## src/rtl/pdl_ptr_unit_pkg.sv

```systemverilog
// rtl/pdl_ptr_unit_pkg.sv - shared constants and types for the PDL pointer unit
//   PDL_AW    : PDL address width (pointer and index width)
//   OB_W      : width of the ob and mf buses
//   PDL_DEPTH : number of words in the PDL buffer
//   pdl_addr_t: pointer/index register type
package pdl_ptr_unit_pkg;

  localparam int PDL_AW    = 10;
  localparam int OB_W      = 32;
  localparam int PDL_DEPTH = 1024;

  typedef logic [PDL_AW-1:0] pdl_addr_t;

  localparam pdl_addr_t PDL_MAX = pdl_addr_t'(PDL_DEPTH - 1);

endpackage

```

## src/rtl/pdl_ptr_counter.sv

```systemverilog
// rtl/pdl_ptr_counter.sv - up/down/load counter with wrap detection for the PDL pointer
//   clk, reset : clock, synchronous active-high reset
//   inc, dec   : step up / step down (both together cancel)
//   load, d    : parallel load, takes priority over stepping
//   q          : counter value
//   wrap_up    : this cycle's update steps the max value up to 0
//   wrap_dn    : this cycle's update steps 0 down to the max value
module pdl_ptr_counter
  import pdl_ptr_unit_pkg::*;
(
  input  logic      clk,
  input  logic      reset,
  input  logic      inc,
  input  logic      dec,
  input  logic      load,
  input  pdl_addr_t d,
  output pdl_addr_t q,
  output logic      wrap_up,
  output logic      wrap_dn
);

  logic step_up;
  logic step_dn;

  // A simultaneous inc/dec is a net-zero move and must not report a wrap.
  assign step_up = inc & ~dec & ~load;
  assign step_dn = dec & ~inc & ~load;

  assign wrap_up = step_up & (q == PDL_MAX);
  assign wrap_dn = step_dn & (q == '0);

  always_ff @(posedge clk) begin
    if (reset) begin
      q <= '0;
    end else if (load) begin
      q <= d;
    end else if (step_up) begin
      q <= q + pdl_addr_t'(1);
    end else if (step_dn) begin
      q <= q - pdl_addr_t'(1);
    end
  end

endmodule

```

## src/rtl/pdl_ptr_unit.sv

```systemverilog
// rtl/pdl_ptr_unit.sv - PDL buffer pointer/index registers with push/pop and MF readback
//   clk, reset                 : clock, synchronous active-high reset
//   state_alu/write/mmu/fetch  : one-hot machine-cycle phase strobes
//   ob                         : result bus, low PDL_AW bits are load data
//   destpdlp, destpdlx         : load pointer / index (write phase)
//   destpdl_p, srcpdlpop, nop  : push / pop / annul (alu phase)
//   srcpdlptr, srcpdlidx       : readback selects onto mf
//   pdlptr, pdlidx             : registered pointer and index
//   mf, mfdrive                : zero-extended readback and bus ownership
//   pdl_ovf, pdl_unf           : sticky wrap flags
module pdl_ptr_unit
  import pdl_ptr_unit_pkg::*;
(
  input  logic            clk,
  input  logic            reset,
  input  logic            state_alu,
  input  logic            state_write,
  input  logic            state_mmu,
  input  logic            state_fetch,
  input  logic [OB_W-1:0] ob,
  input  logic            destpdlp,
  input  logic            destpdlx,
  input  logic            destpdl_p,
  input  logic            srcpdlpop,
  input  logic            srcpdlptr,
  input  logic            srcpdlidx,
  input  logic            nop,
  output pdl_addr_t       pdlptr,
  output pdl_addr_t       pdlidx,
  output logic [OB_W-1:0] mf,
  output logic            mfdrive,
  output logic            pdl_ovf,
  output logic            pdl_unf
);

  logic      ptr_inc;
  logic      ptr_dec;
  logic      ptr_load;
  logic      wrap_up;
  logic      wrap_dn;
  pdl_addr_t load_data;
  logic      unused_ob;

  assign load_data = ob[PDL_AW-1:0];
  assign unused_ob = ^ob[OB_W-1:PDL_AW];

  // Destination strobes are already annulled upstream, so only the pop honours nop.
  assign ptr_inc  = state_alu & destpdl_p;
  assign ptr_dec  = state_alu & srcpdlpop & ~nop;
  assign ptr_load = state_write & destpdlp;

  pdl_ptr_counter u_ptr (
    .clk     (clk),
    .reset   (reset),
    .inc     (ptr_inc),
    .dec     (ptr_dec),
    .load    (ptr_load),
    .d       (load_data),
    .q       (pdlptr),
    .wrap_up (wrap_up),
    .wrap_dn (wrap_dn)
  );

  always_ff @(posedge clk) begin
    if (reset) begin
      pdlidx <= '0;
    end else if (state_write & destpdlx) begin
      pdlidx <= load_data;
    end
  end

  // Flags are sticky until software reloads the pointer.
  always_ff @(posedge clk) begin
    if (reset || ptr_load) begin
      pdl_ovf <= 1'b0;
      pdl_unf <= 1'b0;
    end else begin
      if (wrap_up) pdl_ovf <= 1'b1;
      if (wrap_dn) pdl_unf <= 1'b1;
    end
  end

  always_comb begin
    mf = '0;
    if (srcpdlptr) begin
      mf = {{(OB_W-PDL_AW){1'b0}}, pdlptr};
    end else if (srcpdlidx) begin
      mf = {{(OB_W-PDL_AW){1'b0}}, pdlidx};
    end
  end

  assign mfdrive = (srcpdlptr | srcpdlidx) &
                   (state_alu | state_write | state_mmu | state_fetch);

endmodule

```

## config.mk

```make
export PLATFORM = sky130hd
export DESIGN_NAME = pdl_ptr_unit
export DESIGN_NICKNAME = d
export VERILOG_FILES = /design/src/rtl/pdl_ptr_unit_pkg.sv /design/src/rtl/pdl_ptr_counter.sv /design/src/rtl/pdl_ptr_unit.sv
export SDC_FILE = /design/constraint.sdc
export NUM_CORES = 1
export LEC_CHECK = 0
export ABC_CLOCK_PERIOD_IN_PS = 4600
export CAP_MARGIN = 20
export CORE_AREA = 2 2 53 75
export CTS_CLUSTER_DIAMETER = 150
export DETAILED_ROUTE_END_ITERATION = 8
export DIE_AREA = 0 0 55 77
export DONT_BUFFER_PORTS = 1
export GPL_TIMING_DRIVEN = 0
export MAX_ROUTING_LAYER = met4
export PLACE_DENSITY = 0.64
export SLEW_MARGIN = 20
export SYNTH_ARGS = -nofsm -noshare
export SYNTH_HDL_FRONTEND = slang
export SYNTH_HIERARCHICAL = 1
export SYNTH_SLANG_ARGS = --single-unit
```

## constraint.sdc

```tcl
create_clock -name clk -period 4.6 [get_ports clk]
set_input_delay 0.92 -clock clk [delete_from_list [all_inputs] [get_ports clk]]
set_output_delay 0.92 -clock clk [all_outputs]
set_load 0.01 [all_outputs]
```

# Word level (Yosys, flattened, before mapping)
# Cells that the tools add are included.
# classes
n_mux	5
reduce_logical	3
add_sub_neg	2
n_bitwise	20
n_eq_ne	1
# op_table
cell	n
2-to-1 mux 10 bit	5
AND 1 bit	12
adder 10 x 1 -> 10 bit, second input constant	1
== test 10 bit, second input constant	1
zero test 10 bit	1
subtractor 10 x 1 -> 10 bit, second input constant	1
inverter 1 bit	4
bitwise OR 1 bit	4
nonzero test 3 bit	1
logical OR 1 bit	1
# totals
regBits	22
inputBits	45
word_cells	35

# Longest topological paths before layout
# logic_depth
ltp_word	7
mapped_depth	12
ltp_nobuf	12

# Hierarchy
# Netlist, hierarchy kept.
# modules_own_cells
mod	seq_area_each_um2	n_inst	cells_per_inst	area_each_um2
pdl_ptr_counter	200.2	1	114	929.6
pdl_ptr_unit	240.2	1	113	884.6

# Worst setup path after synthesis
# OpenSTA, ideal clock, no wires.
# synth_path
kind	input -> register
from	input state_write
to	register u_ptr.q[8]
setup_time_ns	0.115
n_path_buf	1
stages	10
arrival_time_ns	2.974
slack_ns	1.511
cell_sequence	buf_6 -> and2_1 -> or2_2 -> ha_1 -> nor2b_1 -> o31a_1 -> o32ai_2 -> xor2_1 -> o21ai_1 -> o21a_1
# synth_via
elab_chain_cells	5
elab_cells_between_ends	7
classes_between	2 x mux; 4 x bitwise; 1 x reduce/logical
# synth_rtl
element	line_no	text
from (decl)	pdl_ptr_unit.sv:17	input logic state_write,
AND 1 bit (*)	pdl_ptr_unit.sv:50	assign ptr_load = state_write & destpdlp;
net ptr_load	pdl_ptr_unit.sv:38	logic ptr_load;
inverter 1 bit	pdl_ptr_counter.sv:26, pdl_ptr_counter.sv:27	
AND 1 bit	pdl_ptr_counter.sv:26	assign step_up = inc & ~dec & ~load;
2-to-1 mux 10 bit	pdl_ptr_counter.sv:37	end else if (step_up) begin
2-to-1 mux 10 bit	pdl_ptr_counter.sv:35	end else if (load) begin
to (signal assigned)	pdl_ptr_counter.sv:38	q <= q + pdl_addr_t'(1);
to (signal assigned)	pdl_ptr_counter.sv:40	q <= q - pdl_addr_t'(1);
to (decl)	pdl_ptr_counter.sv:17	output pdl_addr_t q,
# The timed path passes the listed nets; every way through them passes the cells marked *.
# A chain may end at the register's enable or synchronous reset.

# Final worst setup path
# Same ends and word-level chain as after synthesis.

==> results_dict.tcl <==
set metrics [dict create \
    ir_drop_mv 0.186 \
    p_seq_share_pct 40.2 \
    num_vias 1614 \
    async_flop_share_pct 0 \
    critPathArrivalTime_ns 3.18 \
    r2r_cells 8 \
    cts_tree "built" \
    holdWs_ns 0.544 \
    synth_flop_cell "dfxtp_1" \
    num_rows 26 \
    antenna_found_initial 0 \
    cap_violations 0 \
    final_cell_mix "29 x nand2_1, 22 x buf_4, 22 x conb_1, 22 x dfxtp_1, 13 x nor2_1" \
    syn_area_per_cell_um2 7.99 \
    p_sw_share_pct 36.1 \
    clock_power_share_pct 23.2 \
    cts_made_buffers 3 \
    seq_area_um2 440 \
    hold_start "pdl_unf$_SDFFE_PP0P_" \
    start_util_pct 50.7 \
    routed_via_density 5.49 \
    ctsHtreeMaxLevel 1 \
    die_y_um 77 \
    syn-cell-area_mm2 0.00181 \
    internal_power_w 0.000383 \
    finalSetupTns_ns 0 \
    path_max_fanout 10 \
    hpwl_mm 3.52 \
    tightest_slew_ns 0.703 \
    worst_path_dominant_cell_family "compound AO/OA/AOI/OAI gates" \
    clock_sinks 22 \
    ys.warnings.count 6 \
    drt_first_iter_violations 28 \
    grt_pass1_wl_mm 6.93 \
    multi_input_area_mm2 0.00119 \
    crit_path_cell_trace "buf_6, and2_1, or2_2, ha_1, nor2b_1, o31a_1, o32ai_2, xor2_1, o21ai_1, o21a_1" \
    place_ws_ns 1.29 \
    combPwrFrac_pct 36.6 \
    final_hold_viol_count 0 \
    drt-total-wl_mm 4.40 \
    slew_violations 0 \
    clock_latency_ns 0.26 \
    die_area_mm2 0.00424 \
    portBuffers 0 \
    grt_start_max_net_pins 13 \
    max_freq_mhz 331 \
    switchingPower_w 0.000217 \
    first_pass_iters 4 \
    final_common_cell "nand2_1" \
    hold_depth 1 \
    ys_seq_area_share_pct 24.3 \
    end_kind "register" \
    dieWidth_um 55 \
    required_ns 4.76 \
    groute.usage.overall_pct 21.9 \
    diodes 0 \
    crit_path_max_incr_delay_ns 0.42 \
    drc 0 \
    outcome "completed" \
    finalWorstSetupSlack_ns 1.58 \
    gp_congestion 0.760 \
    core_mm2 0.00358 \
    period_share_pct 65.7 \
    avgRoutedWirePerCell_um 15.0 \
    grt_pass1_vias 1475 \
    overflow 0 \
    ys_ff_latch 22 \
    finalSetupViolations 0 \
    rsz0062_at_grt "no" \
    cts_hold_buf 0 \
    max_slew_margin_pct 52.8 \
    clk_pin_slew_ns 0.08 \
    postCtsSetupBuffers 0 \
    nets 307 \
    finClkSkew_ns 0.00215 \
    cts_root_buf "clkbuf_8" \
    cp_num_buf_inv 1 \
    ys_types 48 \
    p_per_area_mw_per_mm2 300 \
    cts_buffer_depth 2 \
    synth_cells 227 \
    path_class "in -> reg" \
    synth_edf_count 0 \
    rrSetupSlack_ns 2.46 \
    ant_nets 0 \
    n_fill_cell 359 \
    post_cts_resized 0 \
    slowest_stage "or2_2" \
    drive_gt1_share_pct 21.0 \
    critPathLaunchType "input pin" \
    timing.rr.start "u_ptr/q[0]$_SDFFE_PP0P_" \
    ios 100 \
    hold_class "reg -> reg" \
    cellLeakagePower_nw 0.838 \
    synthToLayoutAreaGrowth_pct 10.3 \
    layout_min_cycle_time_ns 3.02 \
    r2r_end "u_ptr/q[6]$_SDFFE_PP0P_" \
    worstHoldEndpoint "pdl_unf$_SDFFE_PP0P_" \
]
per-layer routing:
| layer | vias up | share of wire [%] | global-route usage, % |
|---|---|---|---|
| li1 | 807 | - | - |
| met1 | 736 | 40 | 24.8 |
| met2 | 65 | 50 | 37.3 |
| met3 | 6 | 8.3 | 4.28 |
| met4 | 0 | 1.5 | 6.83 |
| met5 | - | 0 | - |
worst max-delay path by stage:
stage,startpoint,end,slack [ns],depth (start not counted)
after CTS,state_write,u_ptr/q[8]$_SDFFE_PP0P_,1.57,10
after global routing,state_write,u_ptr/q[8]$_SDFFE_PP0P_,1.44,10
after detailed placement,state_write,u_ptr/q[8]$_SDFFE_PP0P_,1.29,10
final,state_write,u_ptr/q[8]$_SDFFE_PP0P_,1.58,10
after global placement,state_write,u_ptr/q[8]$_SDFFE_PP0P_,1.30,10
after floorplan,state_write,u_ptr/q[8]$_SDFFE_PP0P_,1.51,10
worst reg2reg max path, stage by stage, from the launching register on:
cell and delay [ns]:
dfxtp_1 0.54, inv_1 0.11, fa_1 0.47, nor2b_1 0.17, o31a_1 0.21, o21a_1 0.13, nor2_1 0.04, xnor2_1 0.13
o31a_1 0.23
flip-flops by register name (all words and copies together) (netlist names):
register and count:
pdlidx 10, pdl_unf 1, pdl_ovf 1, u_ptr/q 10
power by group through the flow:
| stage | clock network (W) | logic, W | registers [W] |
|---|---|---|---|
| 2_1_floorplan | 0 | 0.000188 | 0.000235 |
| 3_3_place_gp | 0 | 0.000214 | 0.000245 |
| 3_5_place_dp | 0 | 0.000218 | 0.000246 |
| 4_1_cts | 0.000142 | 0.000219 | 0.000241 |
| 5_1_grt | 0.000151 | 0.000248 | 0.000244 |
| 6_report | 0.000139 | 0.000219 | 0.000241 |
area by class of cell:
| cell class | instances | share of cell area, % |
|---|---|---|
| Clock buffer | 4 | 2.75 |
| Inverter | 5 | 0.938 |
| Sequential cell | 22 | 22.0 |
| Tap cell | 42 | 2.63 |
| Buffer | 34 | 12.1 |
| Multi-Input combinational cell | 187 | 59.6 |
cell usage after synthesis (2+ instances only):
master    count  area share (%)
nand2_1      29             6.0
buf_4        22             9.1
dfxtp_1      22              24
nor2_1       13             2.7
o21ai_0      12             3.3
a21oi_1      11             3.0
nand3_1      10             2.8
a21oi_2       9             4.3
o21a_1        9             3.7
ha_1          8             5.5
a21bo_1       7             3.9
nor2b_1       6             2.1
inv_1         5             1.0
buf_2         4             1.1
clkbuf_1      4            0.83
nor3_1        4             1.1
xnor2_1       4             1.9
a211oi_1      3             1.2
a21bo_2       3             1.7
buf_6         3             1.9
nor4_1        3             1.0
o31a_1        3             1.4
xor2_1        3             1.4
a21o_1        2            0.83
and2_1        2            0.69
mux2i_1       2             1.1
nand2b_1      2            0.69
nand4_1       2            0.69
per-stage QoR:
| stage | power, W | cell area (µm²) | cells | utilization, % |
|---|---|---|---|---|
| after CTS | 0.000602 | 2000 | 294 | 55.9 |
| after global placement | 0.000459 | 1950 | 290 | 54.4 |
| after global routing | 0.000642 | 2000 | 294 | 55.9 |
| after floorplan | 0.000423 | 1890 | 248 | - |
| after detailed placement | 0.000464 | 1950 | 290 | 54.4 |
| final | 0.000600 | 2000 | 294 | 55.9 |
kinds of logic after synthesis:
group / synth area share [%]
other: 0.207
adders and majority gates: 6.62
DFF: 24.3
and+or+nand+nor: 21.7
AOI/OAI and AO/OA: 28.3
muxes: 1.10
buffers and inverters: 14.3
xor gates and xnor gates: 3.38
No activity file was read; power rests on OpenSTA's default activity.
